<file path="src/rtl/sync_delay_aligner_pkg.sv">
// Shared constants for the sync delay aligner.
//   - VGA 640x480@60 timing components and their totals
//   - 2-bit lock state encoding
//   - position counter width and a saturating increment helper
package sync_delay_aligner_pkg;

    localparam int HACT = 640;
    localparam int HFP  = 16;
    localparam int HSW  = 96;
    localparam int HBP  = 48;
    localparam int VACT = 480;
    localparam int VFP  = 10;
    localparam int VSW  = 2;
    localparam int VBP  = 33;

    localparam int VGA_HTOTAL = HACT + HFP + HSW + HBP;
    localparam int VGA_VTOTAL = VACT + VFP + VSW + VBP;

    localparam int CNT_W = 10;
    localparam logic [CNT_W-1:0] CNT_MAX = 10'd1023;

    typedef enum logic [1:0] {
        ST_UNLOCKED = 2'd0,
        ST_MEASURE  = 2'd1,
        ST_LOCKED   = 2'd2
    } state_t;

    // Increment a position counter, holding at its maximum value.
    function automatic logic [CNT_W-1:0] sat_inc_cnt(input logic [CNT_W-1:0] v);
        logic [CNT_W-1:0] r;
        if (v == CNT_MAX) begin
            r = v;
        end else begin
            r = v + 10'd1;
        end
        return r;
    endfunction

endpackage

</file>
<file path="src/rtl/sync_edge_detect.sv">
// Sync input sampler with registered rising-edge pulse.
//   I_PCLK  pixel clock
//   I_RST   synchronous active-high reset
//   I_SYNC  raw sync input
//   O_RISE  one-cycle pulse, high the cycle after the first-stage sample
//           sees 1 while the second stage still holds 0
module sync_edge_detect (
    input  logic I_PCLK,
    input  logic I_RST,
    input  logic I_SYNC,
    output logic O_RISE
);

    logic sync_q_r;
    logic sync_q2_r;
    logic rise_r;

    // Two sample stages and the registered edge pulse derived from them.
    always_ff @(posedge I_PCLK) begin
        if (I_RST) begin
            sync_q_r  <= 1'b0;
            sync_q2_r <= 1'b0;
            rise_r    <= 1'b0;
        end else begin
            sync_q_r  <= I_SYNC;
            sync_q2_r <= sync_q_r;
            rise_r    <= sync_q_r & ~sync_q2_r;
        end
    end

    assign O_RISE = rise_r;

endmodule

</file>
<file path="src/rtl/sync_delay_aligner.sv">
// Locks onto incoming VSYNC/HSYNC cadence and emits a delayed frame-restart
// pulse for the downstream timing generator.
//   I_PCLK     pixel clock (only clock)
//   I_RST      synchronous active-high reset
//   I_VSYNC    vertical sync, active-high
//   I_HSYNC    horizontal sync, active-high
//   O_VRST     one-cycle restart pulse at (DLY_LINES, DLY_PIX) while locked
//   O_LOCKED   high while in the LOCKED state
//   O_HCNT     pixel position since last HSYNC rise (saturating)
//   O_VCNT     line position since last VSYNC rise (saturating)
//   O_ERR_CNT  saturating count of lock losses
module sync_delay_aligner
    import sync_delay_aligner_pkg::*;
#(
    parameter int HTOTAL      = VGA_HTOTAL,
    parameter int VTOTAL      = VGA_VTOTAL,
    parameter int DLY_LINES   = 1,
    parameter int DLY_PIX     = 2,
    parameter int LOCK_FRAMES = 2
) (
    input  logic             I_PCLK,
    input  logic             I_RST,
    input  logic             I_VSYNC,
    input  logic             I_HSYNC,
    output logic             O_VRST,
    output logic             O_LOCKED,
    output logic [CNT_W-1:0] O_HCNT,
    output logic [CNT_W-1:0] O_VCNT,
    output logic [7:0]       O_ERR_CNT
);

    localparam logic [CNT_W-1:0] HEND_C  = CNT_W'(HTOTAL - 1);
    localparam logic [CNT_W-1:0] VEND_C  = CNT_W'(VTOTAL - 1);
    localparam logic [CNT_W-1:0] DLY_L_C = CNT_W'(DLY_LINES);
    localparam logic [CNT_W-1:0] DLY_P_C = CNT_W'(DLY_PIX);
    localparam logic [3:0]       LOCK_C  = 4'(LOCK_FRAMES);

    logic             vs_rise_s;
    logic             hs_rise_s;
    logic             line_bad_s;
    logic             frame_good_s;
    logic [3:0]       good_inc_s;
    state_t           state_nx_s;
    logic [3:0]       good_nx_s;
    logic             err_inc_s;

    logic [CNT_W-1:0] hcnt_r;
    logic [CNT_W-1:0] vcnt_r;
    logic             frame_bad_r;
    state_t           state_r;
    logic [3:0]       good_cnt_r;
    logic [7:0]       err_cnt_r;
    logic             locked_r;
    logic             vrst_r;

    sync_edge_detect u_vs_edge (
        .I_PCLK (I_PCLK),
        .I_RST  (I_RST),
        .I_SYNC (I_VSYNC),
        .O_RISE (vs_rise_s)
    );

    sync_edge_detect u_hs_edge (
        .I_PCLK (I_PCLK),
        .I_RST  (I_RST),
        .I_SYNC (I_HSYNC),
        .O_RISE (hs_rise_s)
    );

    // A line ending now is bad unless it lasted exactly HTOTAL clocks; the
    // frame verdict folds in a bad line ending in the same cycle as VSYNC.
    assign line_bad_s   = hs_rise_s && (hcnt_r != HEND_C);
    assign frame_good_s = (vcnt_r == VEND_C) && !frame_bad_r && !line_bad_s;
    assign good_inc_s   = good_cnt_r + 4'd1;

    // Lock state machine: next state, good-frame count, lock-loss event.
    always_comb begin
        state_nx_s = state_r;
        good_nx_s  = good_cnt_r;
        err_inc_s  = 1'b0;
        if (vs_rise_s) begin
            case (state_r)
                ST_UNLOCKED: begin
                    // The frame in progress at wake-up is partial; skip it.
                    state_nx_s = ST_MEASURE;
                    good_nx_s  = 4'd0;
                end
                ST_MEASURE: begin
                    if (frame_good_s) begin
                        good_nx_s = good_inc_s;
                        if (good_inc_s == LOCK_C) begin
                            state_nx_s = ST_LOCKED;
                        end else begin
                            state_nx_s = ST_MEASURE;
                        end
                    end else begin
                        good_nx_s = 4'd0;
                    end
                end
                ST_LOCKED: begin
                    if (!frame_good_s) begin
                        state_nx_s = ST_MEASURE;
                        good_nx_s  = 4'd0;
                        err_inc_s  = 1'b1;
                    end else begin
                        state_nx_s = ST_LOCKED;
                    end
                end
                default: begin
                    state_nx_s = ST_UNLOCKED;
                    good_nx_s  = 4'd0;
                end
            endcase
        end else begin
            state_nx_s = state_r;
        end
    end

    // Lock state register, good-frame counter and saturating error counter.
    always_ff @(posedge I_PCLK) begin
        if (I_RST) begin
            state_r    <= ST_UNLOCKED;
            good_cnt_r <= 4'd0;
            err_cnt_r  <= 8'd0;
        end else begin
            state_r    <= state_nx_s;
            good_cnt_r <= good_nx_s;
            if (err_inc_s && (err_cnt_r != 8'hFF)) begin
                err_cnt_r <= err_cnt_r + 8'd1;
            end
        end
    end

    // Pixel/line position counters; VSYNC outranks HSYNC.
    always_ff @(posedge I_PCLK) begin
        if (I_RST) begin
            hcnt_r <= '0;
            vcnt_r <= '0;
        end else if (vs_rise_s) begin
            hcnt_r <= '0;
            vcnt_r <= '0;
        end else if (hs_rise_s) begin
            hcnt_r <= '0;
            vcnt_r <= sat_inc_cnt(vcnt_r);
        end else begin
            hcnt_r <= sat_inc_cnt(hcnt_r);
        end
    end

    // Sticky bad-line flag; cleared once the frame has been judged.
    always_ff @(posedge I_PCLK) begin
        if (I_RST) begin
            frame_bad_r <= 1'b0;
        end else if (vs_rise_s) begin
            frame_bad_r <= 1'b0;
        end else if (line_bad_s) begin
            frame_bad_r <= 1'b1;
        end
    end

    // Registered status and restart pulse outputs.
    always_ff @(posedge I_PCLK) begin
        if (I_RST) begin
            locked_r <= 1'b0;
            vrst_r   <= 1'b0;
        end else begin
            // Track the state register exactly, hence the next-state source.
            locked_r <= (state_nx_s == ST_LOCKED);
            vrst_r   <= (state_r == ST_LOCKED) && (vcnt_r == DLY_L_C) &&
                        (hcnt_r == DLY_P_C);
        end
    end

    assign O_VRST    = vrst_r;
    assign O_LOCKED  = locked_r;
    assign O_HCNT    = hcnt_r;
    assign O_VCNT    = vcnt_r;
    assign O_ERR_CNT = err_cnt_r;

endmodule
</file>
<file path="config.mk">
export PLATFORM = sky130hd
export DESIGN_NAME = sync_delay_aligner
export DESIGN_NICKNAME = d
export VERILOG_FILES = /design/src/rtl/sync_delay_aligner_pkg.sv /design/src/rtl/sync_edge_detect.sv /design/src/rtl/sync_delay_aligner.sv
export SDC_FILE = /design/constraint.sdc
export NUM_CORES = 1
export LEC_CHECK = 0
export CORE_MARGIN = 2
export CORE_UTILIZATION = 52
export DETAILED_ROUTE_END_ITERATION = 7
export MAX_ROUTING_LAYER = met4
export PLACE_DENSITY_LB_ADDON = 0.08
export SLEW_MARGIN = 30
export SYNTH_ARGS = -nofsm -noshare
export SYNTH_HDL_FRONTEND = slang
export SYNTH_HIERARCHICAL = 1
export SYNTH_SLANG_ARGS = --single-unit
export TNS_END_PERCENT = 100
</file>
<file path="constraint.sdc">
create_clock -name I_PCLK -period 2.7 [get_ports I_PCLK]
set_input_delay 0.54 -clock I_PCLK [delete_from_list [all_inputs] [get_ports I_PCLK]]
set_output_delay 0.54 -clock I_PCLK [all_outputs]
set_load 0.05 [all_outputs]
</file>
* After elaboration in Yosys (flattened, before gate mapping)
Cells that the tools add are included.
** Storage, ports and cells
- Register bits after elaboration :: 43
- Input bits :: 4
- Logic and storage cells :: 59
** Operators by class
- $add $sub $neg :: 4
- Equality and inequality tests :: 12
- Mux-type cells :: 11
- Bitwise gates (word level) :: 5
- Reduce and logical (&&, ||, !) cells :: 13
** Operators by type and width (number)
- equality test 10 bit (second input constant) :: 3
- adder 10 x 1 -> 10 bit (second input constant) :: 2
- equality test 10 x 1 -> 1 bit (second input constant) :: 1
- equality test 10 x 2 -> 1 bit (second input constant) :: 1
- inequality test 10 bit (second input constant) :: 1
- adder 8 x 1 -> 8 bit (second input constant) :: 1
- two-way mux 2 bit :: 4
- two-way mux 4 bit :: 2
- inequality test 8 bit (second input constant) :: 1
- case mux 4 bit (2 select lines) :: 1
- logical AND 1 bit :: 6
- case mux 2 bit (3 select lines) :: 1
- adder 4 x 1 -> 4 bit (second input constant) :: 1
- equality test 2 bit (second input constant) :: 2
- equality test 4 x 2 -> 1 bit (second input constant) :: 1
- AND reduction 2 bit :: 2
- two-way mux 1 bit :: 3
- inverter 1 bit :: 3
- OR reduction 3 bit :: 1
- AND 1 bit :: 2
- equality test 2 x 1 -> 1 bit (second input constant) :: 1
- logical NOT 1 bit :: 2
- logical NOT 2 bit :: 1
- inequality test 2 bit (second input constant) :: 1
- OR reduction 2 bit :: 1

* Longest topological paths before layout
- Depth after elaboration :: 8
- Mapped depth :: 8
- Mapped depth without buffers :: 7

* Modules after synthesis
Netlist, hierarchy kept.
** By module, submodules not included
- sync_delay_aligner :: times used 1, cells an instance 214, area an instance 1861.8 um^2, sequential area each 740.7 um^2
- sync_edge_detect :: times used 2, cells an instance 6, area an instance 85.1 um^2, sequential area each 60.1 um^2

* Least setup slack after synthesis
Ideal clock, no wire load.
- Kind :: register -> register
- Start :: register hcnt_r[0], in the netlist O_HCNT[0]
- End :: register state_r[1]
- Setup time :: 71 ps
- Arrival :: 2299 ps
- Data required time :: 2629 ps
- Setup slack :: 330 ps
- Stages on the path, launching flop included :: 9
- Path buffers :: 2
- Clock period less this slack :: 2370 ps
- Cells stage by stage :: dfxtp_1 ha_1 and4_1 buf_2 a41o_1 buf_2 o2111a_1 or3b_1 a21oi_1
** On the way
- Word-level cells in the longest chain between the ends :: 7
- Elaborated cells between the ends (all ways) :: 8
- Classes of those cells :: eq/ne (1); mux (4); reduce/logical (3)
** RTL lines
- start, declared :: line sync_delay_aligner.sv:47 : logic [CNT_W-1:0] hcnt_r;
- start signal, assigned :: line sync_delay_aligner.sv:146 : hcnt_r <= sat_inc_cnt(hcnt_r);
- inequality test 10 bit * :: line sync_delay_aligner.sv:72 : assign line_bad_s = hs_rise_s && (hcnt_r != HEND_C);
- logical AND 1 bit * :: line sync_delay_aligner.sv:72
- logical NOT 1 bit * :: line sync_delay_aligner.sv:73 : assign frame_good_s = (vcnt_r == VEND_C) && !frame_bad_r && !line_bad_s;
- logical AND 1 bit * :: line sync_delay_aligner.sv:73
- two-way mux 2 bit, on equally long branches :: line sync_delay_aligner.sv:101, sync_delay_aligner.sv:89
- case mux 2 bit (3 select lines) * :: line sync_delay_aligner.sv:82 : case (state_r)
- two-way mux 2 bit * :: line sync_delay_aligner.sv:81 : if (vs_rise_s) begin
- end signal, assigned :: line sync_delay_aligner.sv:126 : state_r <= state_nx_s;
- end, declared :: line sync_delay_aligner.sv:50 : state_t state_r;
Mark *: on every way between the ends. The rest lies on a longest branch, timed or not.
A chain may end at the register's enable or synchronous reset.

* Worst setup path after layout
Ends and elaborated chain as after synthesis.

==> flow_summary.toml <==
[yosys]
netlist_area_um2 = 2030
yosysSeqAreaShare_pct = 42.4
synth_top_area_share_pct = 42.4
yosysMostFrequentCell = "dfxtp_1"
synth-seq-cells = 43
netlist_top_cells_area = "dfxtp_1 (42%), nor2_1 (5.4%), ha_1 (4.9%)"
synth_area_per_cell_um2 = 8.99
yosys.area.top_type = "dfxtp_1"
yosys-top-cells-count = "dfxtp_1 (43), nor2_1 (29), nand2_1 (15)"
syn_inst = 226
synth_ff_type = "dfxtp_1"
synth.distinct_cells = 46
yosys_warnings = 6
synth_edf_count = 0
syn_nets = 238
ys_async_sr_fraction_pct = 0

[cells_and_area]
design_area_um2 = 2480
area_delta_synth_final_pct = 22.1
multiInputGateArea_um2 = 1100
diodes = 0
num-fill-cells = 323
drive_above_1_share_pct = 4.98
fin_nets = 272
seqCellArea_um2 = 861

[critical_path]
critical_path_buf_inv_count = 0
crit_type = "flop to flop"
crit_path_start_kind = "flop"
worstPathCellList = "ha_1, and4_1, a41o_1, o2111a_1, or3b_1, a21oi_1"
cp-startpoint = "O_HCNT[0]"
end_kind = "flop"
r2r_start = "O_HCNT[0]"
r2r_slack_ns = 0.42
r2r_end = "state_r[1]"
slowest_stage = "dfxtp_1"
worstPathArrival_ns = 2.51
path_max_fanout = 11
r2r_cells = 6
cp_slowest_stage_delay_ns = 0.44
crit_family = "compound AO/OA/AOI/OAI gates"
crit_required_ns = 2.93

[power_and_ir_drop]
p_leak_uw = 0.000847
powerDensity_nw_per_um2 = 456
power.total_uw = 1130
ir_drop_v = 0.000407

[detailed_routing]
viasPerCell = 5.65
drtAntennaViolNets = 0
wl_mm = 4.06
drcViolationCount = 0
initialDrtViolationCount = 186
dr.pass1.iters = 4
vias = 1745
routedWlPerCell_um = 13.1

[sta]
grt_setup_unrepaired = "no"
setup_tns_ns = 0
slew_viol_final = 0
final-hold-violation-count = 0
layout_min_cycle_time_ns = 2.28
setup_viol = 0
fmax_mhz = 439
timing.slew.headroom_pct = 64.3
worst_slew_pin_slew_ns = 0.521
period_share_pct = 84.4
skew_ns = 0.00617

[placement]
io_buffers = 33
finalWeightedCongestion = 0.832
placed_cell_area_um2 = 2400
dp_hpwl_mm = 2.91

[clocking]
post_cts_buffers = 0
insertion_delay_ns = 0.29
cts.repair.resized = 0
clkTransAtPathRegs_ns = 0.08
clk_path_buf_depth = 2
cts_tree = "built"
ctsHoldBuffers = 0
cts_max_level = 2
cts_made_buffers = 5
cts_sinks = 43
cts_root_buffer = "clkbuf_8"

[global_routing]
first_global_vias = 1575
globalRouteOverflowTotal = 0
grt_pass1_wl_mm = 6.83
grtUsageTotal_pct = 20.7
antenna_found_initial = 0
grt_max_degree = 17

[worst_hold_path]
min_path_cells = 1
hp-class = "flop to flop"
hold_end = "u_hs_edge/O_RISE"
hp-start = "u_hs_edge/sync_q2_r"

[floorplanning]
coreArea_um2 = 3720
rows = 22
dieArea_um2 = 4420
die_h_um = 66.5
ios = 34
die_w_um = 66.5
initial_utilization_pct = 54.7

[outcome]
status = "complete, no violations"

[flow_run]
maxCapViolations = 0
-- worst max path at each step --
| stage | end | slack [ns] | cells past startpoint |
|---|---|---|---|
| 2_1_floorplan | state_r[1] | 0.33 | 8 |
| 3_3_place_gp | state_r[1] | 0.54 | 6 |
| 3_5_place_dp | state_r[1] | 0.46 | 6 |
| 4_1_cts | state_r[1] | 0.44 | 6 |
| 5_1_grt | state_r[1] | 0.25 | 6 |
| 6_report | state_r[1] | 0.42 | 6 |
-- per-layer routing --
layer  vias to the layer above  wire length [µm]  track usage [%]
li1                        883                 -                -
met1                       812              2000             26.4
met2                        41              1830             31.5
met3                         9               155             3.72
met4                         0                80             10.5
met5                         -                 0                -
-- flip-flops by register name (all words and copies together), names as in the netlist --
name and flops:
u_hs_edge/O_RISE 1, frame_bad_r 1, u_vs_edge/sync_q_r 1, O_ERR_CNT 8
u_vs_edge/sync_q2_r 1, u_vs_edge/O_RISE 1, O_VRST 1, O_VCNT 10
state_r 2, u_hs_edge/sync_q2_r 1, O_LOCKED 1, good_cnt_r 4
O_HCNT 10, u_hs_edge/sync_q_r 1
-- report_power, final --
part | leakage [µW] | switching, µW | total (µW) | internal (µW)
Combinational | 0.000457 | 48.2 | 79.6 | 31.4
Clock | 0.0000422 | 207 | 388 | 182
Sequential | 0.000348 | 17.2 | 664 | 647
-- layout make-up --
type	instances	area share (%)
Clock inverter	1	0.202
Sequential cell	43	34.7
Multi-Input combinational cell	166	44.5
Timing Repair Buffer	34	13.6
Clock buffer	7	3.08
Inverter	10	1.51
Tap cell	48	2.42
-- kinds of logic after synthesis --
kind of cell | after synthesis | share of synthesized area, %
AO/OA/AOI/OAI | 39 | 13.9
XOR/XNOR | 18 | 7.76
adder cells (fa/ha/maj) | 8 | 4.93
buffers and inverters | 17 | 3.32
flip-flops | 43 | 42.4
multiplexers | 4 | 1.97
AND/OR/NAND/NOR | 97 | 25.8
-- stage by stage --
stage	setup WS, ns	hold slack [ns]	util [%]	cells
2_1_floorplan	0.330	0.387	-	226
3_3_place_gp	0.541	0.391	64.6	301
3_5_place_dp	0.463	0.396	64.6	301
4_1_cts	0.439	0.404	66.8	309
5_1_grt	0.248	0.413	66.8	309
6_report	0.421	0.404	66.8	309
-- cell usage in the layout (no fill, tap or decap), types with 3 or more instances in the layout --
master,synthesis,routed
o21ai_0,5,5
clkbuf_8,0,5
and3_1,3,3
a31oi_1,3,3
inv_1,10,10
nand4_1,6,6
dfxtp_1,43,43
nor4_1,5,5
nand2_1,15,15
a211oi_1,8,8
mux2i_1,4,4
a2111oi_0,3,3
a21oi_1,6,6
nor2b_1,4,4
xor2_1,8,8
clkdlybuf4s50_1,0,33
xnor2_1,10,10
nor2_1,29,29
ha_1,8,8
nor3_1,5,5
nand3_1,13,13
Power figures use the tool's default switching activity.
